`src/rtl/apb_timer_slave_if.sv`:
```
// rtl/apb_timer_slave_if.sv - APB bus bundle between the AHB-to-APB bridge and the timer slave
interface apb_timer_slave_if;
    logic        Psel;
    logic        Penable;
    logic        Pwrite;
    logic [31:0] Paddr;
    logic [31:0] Pwdata;
    logic [31:0] Prdata;

    modport master (
        output Psel,
        output Penable,
        output Pwrite,
        output Paddr,
        output Pwdata,
        input  Prdata
    );

    modport slave (
        input  Psel,
        input  Penable,
        input  Pwrite,
        input  Paddr,
        input  Pwdata,
        output Prdata
    );
endinterface

```
`src/rtl/apb_timer_slave.sv`:
```
// rtl/apb_timer_slave.sv - zero-wait APB down-counting timer with auto-reload, sticky expiry, irq, scratch (optional prescaler: APB_TIMER_PRESCALE_EN)
module apb_timer_slave #(
    parameter int unsigned CNT_WIDTH  = 32,
    parameter logic [31:0] RESET_LOAD = 32'h0
) (
    input  logic             Hclk,
    input  logic             Hresetn,
    apb_timer_slave_if.slave apb,
    output logic             Irq
);
    localparam logic [2:0]           A_CTRL    = 3'd0;
    localparam logic [2:0]           A_LOAD    = 3'd1;
    localparam logic [2:0]           A_VALUE   = 3'd2;
    localparam logic [2:0]           A_STATUS  = 3'd3;
    localparam logic [2:0]           A_SCRATCH = 3'd4;
    localparam logic [CNT_WIDTH-1:0] CNT_ONE   = CNT_WIDTH'(1);

    logic                 en_q;
    logic                 auto_reload_q;
    logic                 irq_en_q;
    logic                 exp_q;
    logic [CNT_WIDTH-1:0] load_q;
    logic [CNT_WIDTH-1:0] value_q;
    logic [31:0]          scratch_q;
    logic [7:0]           presc_field;
    logic                 tick;

    logic [2:0] addr;
    logic       wr_access;
    logic       rd_setup;
    logic       wr_ctrl;
    logic       wr_load;
    logic       wr_status;
    logic       wr_scratch;
    logic       start;
    logic       expire;
    logic       unused_bus;

    assign addr       = apb.Paddr[4:2];
    assign wr_access  = apb.Psel & apb.Penable & apb.Pwrite;
    assign rd_setup   = apb.Psel & ~apb.Penable & ~apb.Pwrite;
    assign wr_ctrl    = wr_access & (addr == A_CTRL);
    assign wr_load    = wr_access & (addr == A_LOAD);
    assign wr_status  = wr_access & (addr == A_STATUS);
    assign wr_scratch = wr_access & (addr == A_SCRATCH);

    // Only a 0->1 EN transition restarts the count; rewriting EN=1 leaves it running.
    assign start  = wr_ctrl & apb.Pwdata[0] & ~en_q;
    assign expire = tick & (value_q == '0);

    // Address bits outside [4:2] and data bits beyond the register fields are don't-care.
    assign unused_bus = ^{apb.Paddr, apb.Pwdata};

`ifdef APB_TIMER_PRESCALE_EN
    logic [7:0] presc_q;
    logic [7:0] presc_cnt_q;

    assign tick        = en_q & (presc_cnt_q == presc_q);
    assign presc_field = presc_q;

    // Prescale divider field of CTRL.
    always_ff @(posedge Hclk or negedge Hresetn) begin
        if (!Hresetn) begin
            presc_q <= '0;
        end else if (wr_ctrl) begin
            presc_q <= apb.Pwdata[15:8];
        end
    end

    // Prescale count runs 0..PRESC while enabled, restarts on start and after each tick.
    always_ff @(posedge Hclk or negedge Hresetn) begin
        if (!Hresetn) begin
            presc_cnt_q <= '0;
        end else if (start || !en_q || tick) begin
            presc_cnt_q <= '0;
        end else begin
            presc_cnt_q <= presc_cnt_q + 8'd1;
        end
    end
`else
    assign tick        = en_q;
    assign presc_field = 8'h00;
`endif

    // CTRL bits; a bus write takes priority over the one-shot hardware EN clear.
    always_ff @(posedge Hclk or negedge Hresetn) begin
        if (!Hresetn) begin
            en_q          <= 1'b0;
            auto_reload_q <= 1'b0;
            irq_en_q      <= 1'b0;
        end else if (wr_ctrl) begin
            en_q          <= apb.Pwdata[0];
            auto_reload_q <= apb.Pwdata[1];
            irq_en_q      <= apb.Pwdata[2];
        end else if (expire && !auto_reload_q) begin
            en_q <= 1'b0;
        end
    end

    // LOAD register; truncated to the counter width.
    always_ff @(posedge Hclk or negedge Hresetn) begin
        if (!Hresetn) begin
            load_q <= RESET_LOAD[CNT_WIDTH-1:0];
        end else if (wr_load) begin
            load_q <= apb.Pwdata[CNT_WIDTH-1:0];
        end
    end

    // Down counter; reload reads the pre-write LOAD when both happen in one cycle.
    always_ff @(posedge Hclk or negedge Hresetn) begin
        if (!Hresetn) begin
            value_q <= '0;
        end else if (start) begin
            value_q <= load_q;
        end else if (tick) begin
            if (value_q != '0) begin
                value_q <= value_q - CNT_ONE;
            end else if (auto_reload_q) begin
                value_q <= load_q;
            end
        end
    end

    // Sticky expiry flag; a hardware set beats a simultaneous write-1-to-clear.
    always_ff @(posedge Hclk or negedge Hresetn) begin
        if (!Hresetn) begin
            exp_q <= 1'b0;
        end else if (expire) begin
            exp_q <= 1'b1;
        end else if (wr_status && apb.Pwdata[0]) begin
            exp_q <= 1'b0;
        end
    end

    // Scratch register for software use.
    always_ff @(posedge Hclk or negedge Hresetn) begin
        if (!Hresetn) begin
            scratch_q <= '0;
        end else if (wr_scratch) begin
            scratch_q <= apb.Pwdata;
        end
    end

    logic [31:0] load_ext;
    logic [31:0] value_ext;
    logic [31:0] rd_data;

    // Read mux; counter registers are zero-extended, unused offsets read zero.
    always_comb begin
        load_ext                  = '0;
        load_ext[CNT_WIDTH-1:0]   = load_q;
        value_ext                 = '0;
        value_ext[CNT_WIDTH-1:0]  = value_q;
        rd_data                   = '0;
        case (addr)
            A_CTRL:    rd_data = {16'h0000, presc_field, 5'b00000, irq_en_q, auto_reload_q, en_q};
            A_LOAD:    rd_data = load_ext;
            A_VALUE:   rd_data = value_ext;
            A_STATUS:  rd_data = {31'h0, exp_q};
            A_SCRATCH: rd_data = scratch_q;
            default:   rd_data = '0;
        endcase
    end

    // Read data is captured in the setup phase and held until the next read setup.
    always_ff @(posedge Hclk or negedge Hresetn) begin
        if (!Hresetn) begin
            apb.Prdata <= '0;
        end else if (rd_setup) begin
            apb.Prdata <= rd_data;
        end
    end

    assign Irq = exp_q & irq_en_q;
endmodule

```
`src/flat_wrapper.sv`:
```
// flat-port wrapper written by rule: the top's interface ports become plain ports
module apb_timer_slave_flat 
#(
    parameter int unsigned CNT_WIDTH  = 32,
    parameter logic [31:0] RESET_LOAD = 32'h0
)
  (Hclk, Hresetn, Irq, apb_Psel, apb_Penable, apb_Pwrite, apb_Paddr, apb_Pwdata, apb_Prdata);
  apb_timer_slave_if apb_i ();
  input  logic Hclk;
  input  logic Hresetn;
  output logic Irq;
  input wire logic [$bits(apb_i.Psel)-1:0] apb_Psel;
  input wire logic [$bits(apb_i.Penable)-1:0] apb_Penable;
  input wire logic [$bits(apb_i.Pwrite)-1:0] apb_Pwrite;
  input wire logic [$bits(apb_i.Paddr)-1:0] apb_Paddr;
  input wire logic [$bits(apb_i.Pwdata)-1:0] apb_Pwdata;
  output wire logic [$bits(apb_i.Prdata)-1:0] apb_Prdata;
  assign apb_i.Psel = apb_Psel;
  assign apb_i.Penable = apb_Penable;
  assign apb_i.Pwrite = apb_Pwrite;
  assign apb_i.Paddr = apb_Paddr;
  assign apb_i.Pwdata = apb_Pwdata;
  assign apb_Prdata = apb_i.Prdata;
  apb_timer_slave #(.CNT_WIDTH(CNT_WIDTH), .RESET_LOAD(RESET_LOAD)) u_core (.Hclk(Hclk), .Hresetn(Hresetn), .apb(apb_i), .Irq(Irq));
endmodule
```
`config.mk`:
```
export PLATFORM = sky130hd
export DESIGN_NAME = apb_timer_slave_flat
export DESIGN_NICKNAME = d
export VERILOG_FILES = /design/src/rtl/apb_timer_slave_if.sv /design/src/rtl/apb_timer_slave.sv /design/src/flat_wrapper.sv
export SDC_FILE = /design/constraint.sdc
export NUM_CORES = 1
export LEC_CHECK = 0
export BUFFER_PORTS_ARGS = -buffer_cell sky130_fd_sc_hd__buf_2
export CAP_MARGIN = 40
export CORE_MARGIN = 5
export CORE_UTILIZATION = 25
export CTS_BUF_LIST = sky130_fd_sc_hd__clkbuf_4 sky130_fd_sc_hd__clkbuf_8
export DETAILED_ROUTE_END_ITERATION = 12
export PLACE_DENSITY = 0.48
export SYNTH_ARGS = -nofsm -noshare
export SYNTH_HDL_FRONTEND = slang
export SYNTH_SLANG_ARGS = --single-unit
```
`constraint.sdc`:
```
create_clock -name Hclk -period 4.2 [get_ports Hclk]
set_clock_uncertainty 0.2 [all_clocks]
set_input_delay 0.42 -clock Hclk [delete_from_list [all_inputs] [get_ports Hclk]]
set_output_delay 0.42 -clock Hclk [all_outputs]
set_load 0.005 [all_outputs]
```
Word-level counts from Yosys, hierarchy flattened
Index checks and enable logic that the tools add are counted.

Bits in registers: 132. Latch bits: 0. Memory bits (writable): 0. ROM bits: 0. Bits of input ports: 69. Output and inout port bits: 33. Logic and storage cells: 48. Memories kept: 0.

Add/sub/neg operators: 1. Multipliers: 0. Div/mod/pow operators: 0. $lt $le $gt $ge: 0. Equal/unequal tests: 4. Shift operators: 0. Multiplexer cells: 9. Bitwise gates (word level): 15. Reductions and logical operators: 11.

Operators by type and width (count): 32-bit case mux with 5 select lines (1); 32-bit 2-to-1 mux (4); 32-bit logical NOT (1); 32-bit nonzero test (1); 32-bit by 1-bit subtractor with 32-bit output (second input constant) (1); 1-bit AND (12); 3-bit by 2-bit == test with 1-bit output (second input constant) (2); 2-bit nonzero test (3); 1-bit 2-to-1 mux (4); 3-bit by 1-bit == test with 1-bit output (second input constant) (1); 3-bit == test (second input constant) (1); 3-bit logical NOT (1); 1-bit NOT (3); 3-bit nonzero test (1); 1-bit logical AND (2); 2-bit AND reduction (1); 1-bit logical NOT (1).

Longest topological paths before layout
Gate-level depths: netlist (run 1).

Depth after elaboration: 7. Gate-level depth with buffers: 10.

Least setup slack after synthesis (run 1)
OpenSTA, ideal clock, no wires.

Path kind: reg-to-reg. Start: reg u_core.value_q[0] (netlist: u_core.value_ext[0]). End: reg u_core.value_q[30] (netlist: u_core.value_ext[30]). Library setup time: 0.079 ns. Data arrival time: 2.023 ns. Slack: 1.897 ns. Cell stages (with the launch flop): 9. Buffers on the path: 0. Cell sequence: dfrtp_1 > inv_1 > ha_1 > nor4b_4 > nand2_2 > or2_4 > or4_1 > a21oi_1 > a2bb2oi_1.

Cells in the longest elaborated chain, start to end: 4.

RTL lines: start, declared (line apb_timer_slave.sv:23) `logic [CNT_WIDTH-1:0] value_q;`; start signal, assigned (line apb_timer_slave.sv:114) `value_q <= load_q;`; start signal, assigned (line apb_timer_slave.sv:117) `value_q <= value_q - CNT_ONE;`; start signal, assigned (line apb_timer_slave.sv:119) `value_q <= load_q;`; 32-bit by 1-bit subtractor with 32-bit output / 32-bit nonzero test (equally long branches) (line apb_timer_slave.sv:117, apb_timer_slave.sv:116); 32-bit 2-to-1 mux (line apb_timer_slave.sv:116) `if (value_q != '0) begin`; 32-bit 2-to-1 mux (line apb_timer_slave.sv:115) `end else if (tick) begin`; 32-bit 2-to-1 mux (line apb_timer_slave.sv:113) `end else if (start) begin`.

Parallel ways exist; a longest one is shown, timed or not. The select of a mux whose other input is x is not followed. A chain may end at the register's enable or synchronous reset.

Worst setup path in the final report (run 1)
Start: reg u_core.value_q[20] (netlist: u_core.value_ext[20]). End: reg u_core.value_q[19] (netlist: u_core.value_ext[19]).

Cells in the longest elaborated chain, start to end: 4.

RTL lines (line): 32-bit nonzero test (*) (apb_timer_slave.sv:116); 32-bit 2-to-1 mux (apb_timer_slave.sv:116); 32-bit 2-to-1 mux (apb_timer_slave.sv:115); 32-bit 2-to-1 mux (apb_timer_slave.sv:113).

Mark *: on every way between the ends. The rest lies on a longest branch, timed or not. The select of a mux whose other input is x is not followed.

==> results of run 1 <==
==> synthesized netlist by cell type (3+ instances only) <==
cell and number:
mux2_2 66, o22a_1 7, buf_2 13, a221o_1 6, nor4b_1 3, nand2b_1 5, mux2i_1 3, nand2_1 59
nor3_2 3, and2_1 3, nor3_1 19, nand3_1 13, buf_6 3, or3_1 5, buf_1 5, a22oi_1 35
nor2_1 54, dfrtp_1 132, nor2b_1 3, nor3b_1 3, a31oi_1 6, o21ai_0 55, inv_1 6, o311ai_0 3
nor4_1 5, a211oi_1 3, o21ai_1 5, clkbuf_1 24, a21oi_1 52, o2bb2ai_1 3, nand4_1 9
==> power by group <==
group          internal [W]  total (W)  leakage (nW)  switching, W
logic              0.000307   0.000634          1.48      0.000328
registers           0.00148    0.00172          1.69      0.000237
clock network      0.000669    0.00120         0.210      0.000534
total               0.00246    0.00356          3.38       0.00110
==> cells by family after synthesis <==
family,count (synthesis),synth area share [%]
AOI/OAI and AO/OA,198,18.9
adders and majority gates,2,0.377
buffers and inverters,52,3.58
DFF,132,49.8
muxes,69,11.6
and+or+nand+nor,202,15.7
==> what timing repair did <==
item,in CTS,in global routing
hold buffers,18,0
setup endpoints to repair,0,0
endpoints found under the hold margin,75,0
buffers inserted,0,0
==> per-stage QoR <==
stage	std cells	setup WS [ns]
2_1_floorplan	655	1.90
3_3_place_gp	1033	1.16
3_5_place_dp	1035	1.16
4_1_cts	1085	1.13
5_1_grt	1085	0.941
6_report	1085	1.13
==> final timing paths <==
check / start / end / slack [ns] / cells past startpoint
setup / recovery: u_core.value_ext[20] / u_core.value_ext[19] / 1.13 / 7
hold / removal: apb_Pwdata[15] / u_core.scratch_q[15] / 0.02 / 2
setup reg to reg: u_core.value_ext[20] / u_core.value_ext[19] / 1.13 / 7
hold reg to reg: u_core.apb.Prdata[13] / u_core.apb.Prdata[13] / 0.27 / 2
max in group asynchronous: Hresetn / u_core.scratch_q[6] / 2.59 / 4
min in group asynchronous: Hresetn / u_core.irq_en_q / 0.26 / 2
==> worst max-delay path, cell delays in order, from the launching register on <==
cell and delay [ns]:
dfrtp_1 0.49, nor4_1 0.41, nand3_1 0.31, or3_1 0.73, nand2_2 0.35, buf_4 0.22
o21ai_0 0.10, o2bb2ai_1 0.13
==> area by class of cell <==
type / count / area, µm² / share of cell area (%)
clock buffers: 22 / 303 / 3.77
clock inverters: 10 / 145 / 1.81
inverters: 6 / 22.5 / 0.281
multi-input cells: 471 / 3120 / 38.8
flip-flops and latches: 132 / 3300 / 41.2
well taps: 335 / 419 / 5.22
repair buffers: 109 / 717 / 8.93
==> flip-flops by register name, summed over array words and instances (netlist names) <==
register              cells
u_core.en_q               1
u_core.value_ext         32
u_core.load_ext          32
u_core.exp_q              1
u_core.apb.Prdata        32
u_core.scratch_q         32
u_core.irq_en_q           1
u_core.auto_reload_q      1
==> layer usage <==
metal,up-vias,share of wire (%),track usage [%]
li1,2591,-,-
met1,2685,50,20.3
met2,124,44,20.3
met3,24,4.2,2.58
met4,0,1.5,4.09
met5,-,0,0
==> cell usage in the layout, fill, tap and decap left out, drive strengths merged, types with 8 or more instances in the layout <==
cell	count
dfrtp	132
buf	91
mux2	66
nand2	61
o21ai	60
nor2	54
a21oi	52
a22oi	35
nor3	23
clkbuf	22
dlygate4sd3	18
nand3	13
nand4	9
nor4	8
==> impl_metrics.csv, run 1 <==
group,metric,value,unit
logic_synthesis,syn_nets,726,
logic_synthesis,ys_seq_elements,132,
timing,post-route-min-period,3.07,ns
route,drt_iter0_markers,351,
clock_network,cts_tree,"done",
route,routed_wirelength,20100,µm
route,drc,0,
clock_network,numCtsBuffers,17,
global_route,grt_util_all_layers,13.7,%
power,finalPower,0.00356,W
logic_synthesis,syn_avg_cell_area,10.1,µm²
timing,max_freq,0.325,GHz
clock_network,cts_resized,0,
power,leakagePower,3.38,nW
clock_network,cts-root-buf,"clkbuf_8",
logic_synthesis,synth_cells,655,
timing,rsz0062_at_grt,"false",
logic_synthesis,synth_area_leader_cell,"dfrtp_1",
timing,worstMarginPinSlew,0.904,ns
floorplanning,die_width,173,µm
timing,setup_tns,0,ns
worst_setup_path,cp_max_fo,18,
run_status,outcome,"completed",
logic_synthesis,synth_warnings,0,
global_route,grt_max_degree,55,
timing,whs,0.0219,ns
worst_hold_path,worstHoldPathType,"input pin to flip-flop",
logic_synthesis,synth_top_area_share,49.8,%
logic_synthesis,syn_area,0.00664,mm²
worst_setup_path,cp-end-kind,"flip-flop",
floorplanning,start_util,25.4,%
global_route,grt_pass1_vias,5578,
route,antenna_left,0,
logic_synthesis,ys_seq_area_share,49.8,%
route,drtPass1Iterations,5,
global_route,antenna_found_initial,0,
global_route,overflow,0,
timing,setup_viol,0,
worst_setup_path,critPathArrivalTime,3.19,ns
floorplanning,die_h,173,µm
floorplanning,die_area,0.0299,mm²
final_layout,antenna_cells,0,
clock_network,clock_latency,0.46,ns
final_layout,design_area,0.00803,mm²
floorplanning,io_pins,102,
floorplanning,core_area,0.0261,mm²
timing,hold_viol_final,0,
final_layout,fill_cells,2770,
logic_synthesis,synth_area_leaders,"dfrtp_1 (50%), mux2_2 (11%), o21ai_0 (4.1%)",
clock_network,clk_pin_slew,0.08,ns
final_layout,drive_gt1_share,27.9,%
route,viasPerCell,5.00,
worst_setup_path,required,4.31,ns
logic_synthesis,synth_cell_types,64,
logic_synthesis,async_flop_share,100,%
route,vias,5424,
floorplanning,row_count,59,
clock_network,clock_sinks,132,
worst_setup_path,crit_type,"flip-flop to flip-flop",
timing,maxSlewViolCount,0,
timing,slew_headroom,39.6,%
placement,gp_congestion,0.791,
clock_network,htree_levels,4,
final_layout,area_growth,20.9,%
logic_synthesis,synth_flop_cell,"dfrtp_1",
power,max-vdd-ir-drop,0.000218,V
final_layout,final_core_util,30.7,%
placement,portBuffers,72,
route,wl_per_cell,18.5,µm
global_route,grt_pass1_wl,33000,µm
final_layout,fin_nets,808,
timing,finalCritPeriodShare,73.2,%
placement,dp_hpwl,13700,µm
clock_network,clockBufferDepth,2,
placement,place_area,0.00740,mm²
run,maxCapViolCount,0,
logic_synthesis,synth_edf_count,0,
worst_setup_path,startpoint_type,"flip-flop",
power,powerDensity,443,mW/mm²
No activity file was read; power rests on OpenSTA's default activity.
==> run 2, diff against run 1 <==
Clock period 4.2 ns to 3 ns, I/O delays scaled along.
==> run 2 against run 1 <==
Non-clock buffer count increased by 37. Sequential power up 38%. Via count increased by 4.1%. Cell count rose by 3.4%. Count of clock-buffer cells in the layout is 5 lower. Clock power is 48% higher. Critical path depth grew 1. Register-to-register slack got worse by 0.79 ns. Critical endpoint is now u_core.value_ext[3]. Final area rose by 4.1%. Setup slack worse by 0.79 ns.
==> impl_metrics.csv, run 2 (synthesis results as in run 1) <==
group,metric,value,unit
run_status,outcome,"completed",
placement,pre_cts_slack,0.379,ns
route,routed_wirelength,20600,µm
placement,portBuffers,72,
final_layout,final_common_cell,"dfrtp_1",
timing,post-route-min-period,2.66,ns
timing,finalCritPeriodShare,88.8,%
final_layout,antenna_cells,0,
clock_network,cts_tree,"done",
route,viasPerCell,5.03,
floorplanning,die_width,173,µm
global_route,overflow,0,
worst_setup_path,critPathMaxStageDelay,0.59,ns
route,drtPass1Iterations,5,
clock_network,htree_levels,4,
route,drt_iter0_markers,449,
timing,slew_headroom,56.6,%
worst_setup_path,critPathArrivalTime,2.79,ns
floorplanning,die_h,173,µm
floorplanning,start_util,25.4,%
floorplanning,row_count,59,
run,maxCapViolCount,0,
global_route,antenna_found_initial,0,
floorplanning,io_pins,102,
placement,place_area,0.00756,mm²
clock_network,clock_latency,0.45,ns
timing,rsz0062_at_grt,"false",
floorplanning,core_area,0.0261,mm²
final_layout,final_cell_mix,"dfrtp_1 (132), buf_2 (71), mux2_2 (66), nand2_1 (59), o21ai_0 (55)",
timing,setup_tns,0,ns
global_route,grt_pass1_wl,33600,µm
global_route,grt_util_all_layers,13.9,%
worst_setup_path,crit_type,"flip-flop to flip-flop",
final_layout,drive_gt1_share,29.4,%
worst_setup_path,crit_chain,"inv_1 -> ha_1 -> nand2b_1 -> nand4b_1 -> or3_1 -> nand2_1 -> nor4b_1 -> a221o_1",
worst_setup_path,cp_max_fo,9,
timing,max_freq,0.375,GHz
clock_network,numCtsBuffers,17,
route,vias,5644,
final_layout,fill_cells,2778,
placement,gp_congestion,0.798,
power,powerDensity,618,mW/mm²
route,wl_per_cell,18.4,µm
timing,finalWorstSetupSlack,0.335,ns
clock_network,clockBufferDepth,2,
clock_network,post_cts_buffers,0,
global_route,grt_pass1_vias,5666,
route,antenna_left,0,
placement,dp_hpwl,14500,µm
timing,setup_viol,0,
worst_setup_path,cp-end-kind,"flip-flop",
clock_network,cts-root-buf,"clkbuf_8",
final_layout,area_growth,25.9,%
timing,worstMarginPinSlew,0.651,ns
floorplanning,die_area,0.0299,mm²
worst_setup_path,startpoint_type,"flip-flop",
clock_network,clock_sinks,132,
global_route,grt_max_degree,56,
route,drc,0,
clock_network,clk_pin_slew,0.08,ns
worst_hold_path,worstHoldPathType,"input pin to flip-flop",
timing,hold_viol_final,0,
worst_setup_path,cpMaxStageDelayCell,"or3_1",
power,leakagePower,3.57,nW
final_layout,design_area,0.00836,mm²
power,max-vdd-ir-drop,0.000266,V
worst_setup_path,required,3.13,ns
final_layout,fin_nets,845,
timing,maxSlewViolCount,0,
==> run 2: changes by cell type in the layout (fill, tap and decap cells not counted), moves of 4 or more <==
cell / before / now
clkbuf_8: 22 / 17
clkinv_4: 1 / 5
buf_4: 17 / 39
clkinvlp_4: 5 / 1
dlygate4sd3_1: 18 / 33
==> run 2: worst paths after layout <==
kind / startpoint / end / slack (ns) / depth (start not counted)
setup / recovery: u_core.value_ext[0] / u_core.value_ext[3] / 0.34 / 8
hold / removal: apb_Paddr[4] / u_core.apb.Prdata[0] / 0.14 / 3
setup reg to reg: u_core.value_ext[0] / u_core.value_ext[3] / 0.34 / 8
hold reg to reg: u_core.apb.Prdata[6] / u_core.apb.Prdata[6] / 0.27 / 2
max in group asynchronous: Hresetn / u_core.scratch_q[28] / 1.53 / 3
min in group asynchronous: Hresetn / u_core.apb.Prdata[0] / 0.19 / 2
==> run 2: where the power goes <==
part           switching (W)  internal, W  leakage, nW
Combinational       0.000519     0.000494         1.65
Clock               0.000782     0.000998        0.231
Sequential          0.000295      0.00208         1.69
Total                0.00160      0.00357         3.57
==> run 2: worst max-delay path, delay by kind of cell, from the launching register on <==
kind,cells,cell delay [ns]
adder cells (fa/ha/maj),1,0.19
AO/OA/AOI/OAI,1,0.27
AND/OR/NAND/NOR,5,1.32
flip-flops,1,0.40
buffers and inverters,1,0.15
==> run 2: cell type report <==
type,count,area (µm²),area share (%)
sequential,132,3300,39.5
clock inverter,15,229,2.74
tap,335,419,5.02
timing repair buffer,146,1040,12.4
inverter,6,22.5,0.270
clock buffer,17,234,2.80
multi-input combinational,471,3110,37.2
==> run 2: per-layer routing <==
metal | GRT usage [%] | part of all wire (%)
met3 | 2.55 | 4.1
met2 | 20.9 | 44
met5 | 0 | 0
met4 | 3.76 | 1.5
met1 | 20.6 | 51
==> run 2: timing repair <==
item	in CTS	in global routing
setup endpoints to repair	0	0
endpoints found under the hold margin	120	0
gates resized for setup	0	0
hold buffers	33	0
==> run 2: stage by stage <==
stage               std cells  total power, W  hold slack, ns  util [%]
floorplan                 655         0.00296          -0.196         -
global placement         1056         0.00337           0.116      28.8
detailed placement       1057         0.00339           0.123      28.9
CTS                      1122         0.00521           0.135      32.0
global route             1122         0.00544           0.159      32.0
finish                   1122         0.00516           0.141      32.0
==> run 3, diff against run 2 <==
Settings changed: CORE_ASPECT_RATIO set to 1.5.
==> run 3 against run 2 <==
Die area increased by 0.22%. Largest cell class unchanged. Total power decreased by 3.6%. Combinational power decreased by 4%. Routed wire length increased by 1.2%. Count of clock-buffer cells in the layout increased by 6. Sequential cell count unchanged. Sequential power about the same. Non-clock buffer count decreased by 6. Global-route usage increased by 0.45 points.
==> impl_metrics.csv, run 3 (synthesis results as in run 1) <==
group,metric,value,unit
floorplanning,start_util,25.2,%
clock_network,cts_tree,"done",
floorplanning,die_area,0.0300,mm²
worst_setup_path,crit_family,"simple AND/OR/NAND/NOR gates",
floorplanning,io_pins,102,
final_layout,final_cell_mix,"dfrtp_1 (132), buf_2 (71), mux2_2 (66), nand2_1 (59), o21ai_0 (55)",
power,comb_power_share,19.4,%
floorplanning,row_count,73,
final_layout,fill_cells,2742,
floorplanning,die_h,210,µm
route,wl_per_cell,18.7,µm
power,netSwitchingPower,0.00152,W
final_layout,fin_nets,839,
route,vias,5536,
global_route,grt_util_all_layers,14.4,%
timing,setup_tns,0,ns
worst_setup_path,crit_type,"flip-flop to flip-flop",
timing,rsz0062_at_grt,"false",
final_layout,antenna_cells,0,
worst_setup_path,cpMaxStageDelayCell,"dfrtp_1",
worst_setup_path,critPathMaxStageDelay,0.40,ns
route,routed_wirelength,20900,µm
worst_setup_path,cp_max_fo,6,
clock_network,htree_levels,4,
route,antenna_left,0,
power,p_sw_share,30.5,%
power,p_int,0.00346,W
worst_setup_path,cp-end-kind,"flip-flop",
route,drc,0,
clock_network,clock_sinks,132,
floorplanning,die_width,143,µm
route,drt_iter0_markers,260,
final_layout,final_common_cell,"dfrtp_1",
final_layout,drive_gt1_share,28.8,%
power,max-vdd-ir-drop,0.000289,V
worst_setup_path,startpoint_type,"flip-flop",
timing,max_freq,0.372,GHz
global_route,grt_pass1_vias,5910,
timing,worstMarginPinSlew,0.621,ns
power,clockPowerShare,32.8,%
worst_setup_path,required,3.18,ns
global_route,grt_pass1_wl,33400,µm
route,viasPerCell,4.95,
clock_network,clock_latency,0.45,ns
clock_network,clockBufferDepth,2,
power,leakagePower,3.53,nW
worst_setup_path,crit_chain,"inv_1 -> ha_1 -> nor4b_4 -> buf_4 -> nand4_1 -> nor2_1 -> nor4b_1 -> a21oi_1 -> o2bb2ai_1",
clock_network,clk_pin_slew,0.08,ns
timing,maxSlewViolCount,0,
global_route,grt_max_degree,62,
clock_network,post_cts_buffers,0,
power,powerDensity,601,mW/mm²
power,seqPwrFrac,47.8,%
clock_network,numCtsBuffers,17,
timing,slew_headroom,58.6,%
timing,hold_viol_final,0,
floorplanning,core_area,0.0264,mm²
placement,gp_congestion,0.865,
global_route,antenna_found_initial,0,
worst_hold_path,worstHoldPathType,"input pin to flip-flop",
final_layout,area_growth,24.9,%
run,maxCapViolCount,0,
placement,dp_hpwl,14800,µm
clock_network,cts_resized,0,
placement,portBuffers,72,
timing,finalCritPeriodShare,89.5,%
timing,post-route-min-period,2.68,ns
final_layout,design_area,0.00829,mm²
clock_network,cts_hold_buf,33,
run_status,outcome,"completed",
worst_setup_path,critPathArrivalTime,2.86,ns
worst_setup_path,crit_buf_inv,2,
timing,setup_viol,0,
route,drtPass1Iterations,4,
clock_network,cts-root-buf,"clkbuf_8",
placement,place_area,0.00754,mm²
global_route,overflow,0,
[run 3: cell count changes in the layout (fill, tap and decap cells not counted), sizes merged]
cell	change
clkinv	-2
bufinv	-2
clkbuf	+6
inv	-2
buf	-6
[run 3: cell type report]
class	count	area, µm²	area share [%]
Clock buffer	23	298	3.59
Clock inverter	9	126	1.52
Timing Repair Buffer	140	1010	12.2
Tap cell	337	422	5.09
Sequential cell	132	3300	39.8
Inverter	6	22.5	0.272
Multi-Input combinational cell	471	3110	37.5
[run 3: worst register-to-register path, delay by kind of cell (launching register included)]
family / cells / cell delay, ns
adders and majority gates: 1 / 0.25
and+or+nand+nor: 4 / 1.21
AOI/OAI and AO/OA: 2 / 0.21
DFF: 1 / 0.40
buffers and inverters: 2 / 0.34
[run 3: metrics by stage]
stage | cells | util, % | setup WS [ns] | hold WS, ns | total power (W)
2_1_floorplan | 655 | - | 0.697 | -0.196 | 0.00296
3_3_place_gp | 1051 | 28.4 | 0.337 | 0.139 | 0.00334
3_5_place_dp | 1053 | 28.5 | 0.354 | 0.136 | 0.00336
4_1_cts | 1118 | 31.4 | 0.309 | 0.154 | 0.00506
5_1_grt | 1118 | 31.4 | 0.145 | 0.179 | 0.00526
6_report | 1118 | 31.4 | 0.315 | 0.173 | 0.00498
[run 3: per-layer routing]
metal / part of all wire [%] / vias up / wire (µm) / track usage, %
li1: - / 2651 / - / -
met1: 39 / 2764 / 8060 / 15.5
met2: 56 / 89 / 11600 / 26.8
met3: 3.1 / 32 / 655 / 2.53
met4: 2.7 / 0 / 573 / 6.43
met5: 0 / - / 0 / 0
[run 3: path summary, 6_finish.rpt]
| check | cells past startpoint | start | slack [ns] | end |
|---|---|---|---|---|
| min in group asynchronous | 2 | Hresetn | 0.20 | u_core.apb.Prdata[21] |
| worst max register to register | 9 | u_core.value_ext[0] | 0.32 | u_core.value_ext[24] |
| max in group asynchronous | 3 | Hresetn | 1.63 | u_core.scratch_q[7] |
| worst min-delay path | 3 | apb_Paddr[4] | 0.17 | u_core.apb.Prdata[0] |
| worst min register to register | 2 | u_core.apb.Prdata[6] | 0.27 | u_core.apb.Prdata[6] |
| worst max-delay path | 9 | u_core.value_ext[0] | 0.32 | u_core.value_ext[24] |
[run 3: power groups by stage]
stage | Clock (W) | Sequential [W] | Combinational (W)
6_report | 0.00163 | 0.00238 | 0.000968
5_1_grt | 0.00176 | 0.00242 | 0.00108
4_1_cts | 0.00169 | 0.00238 | 0.000985
3_5_place_dp | 0 | 0.00242 | 0.000945
3_3_place_gp | 0 | 0.00241 | 0.000934
2_1_floorplan | 0 | 0.00231 | 0.000646
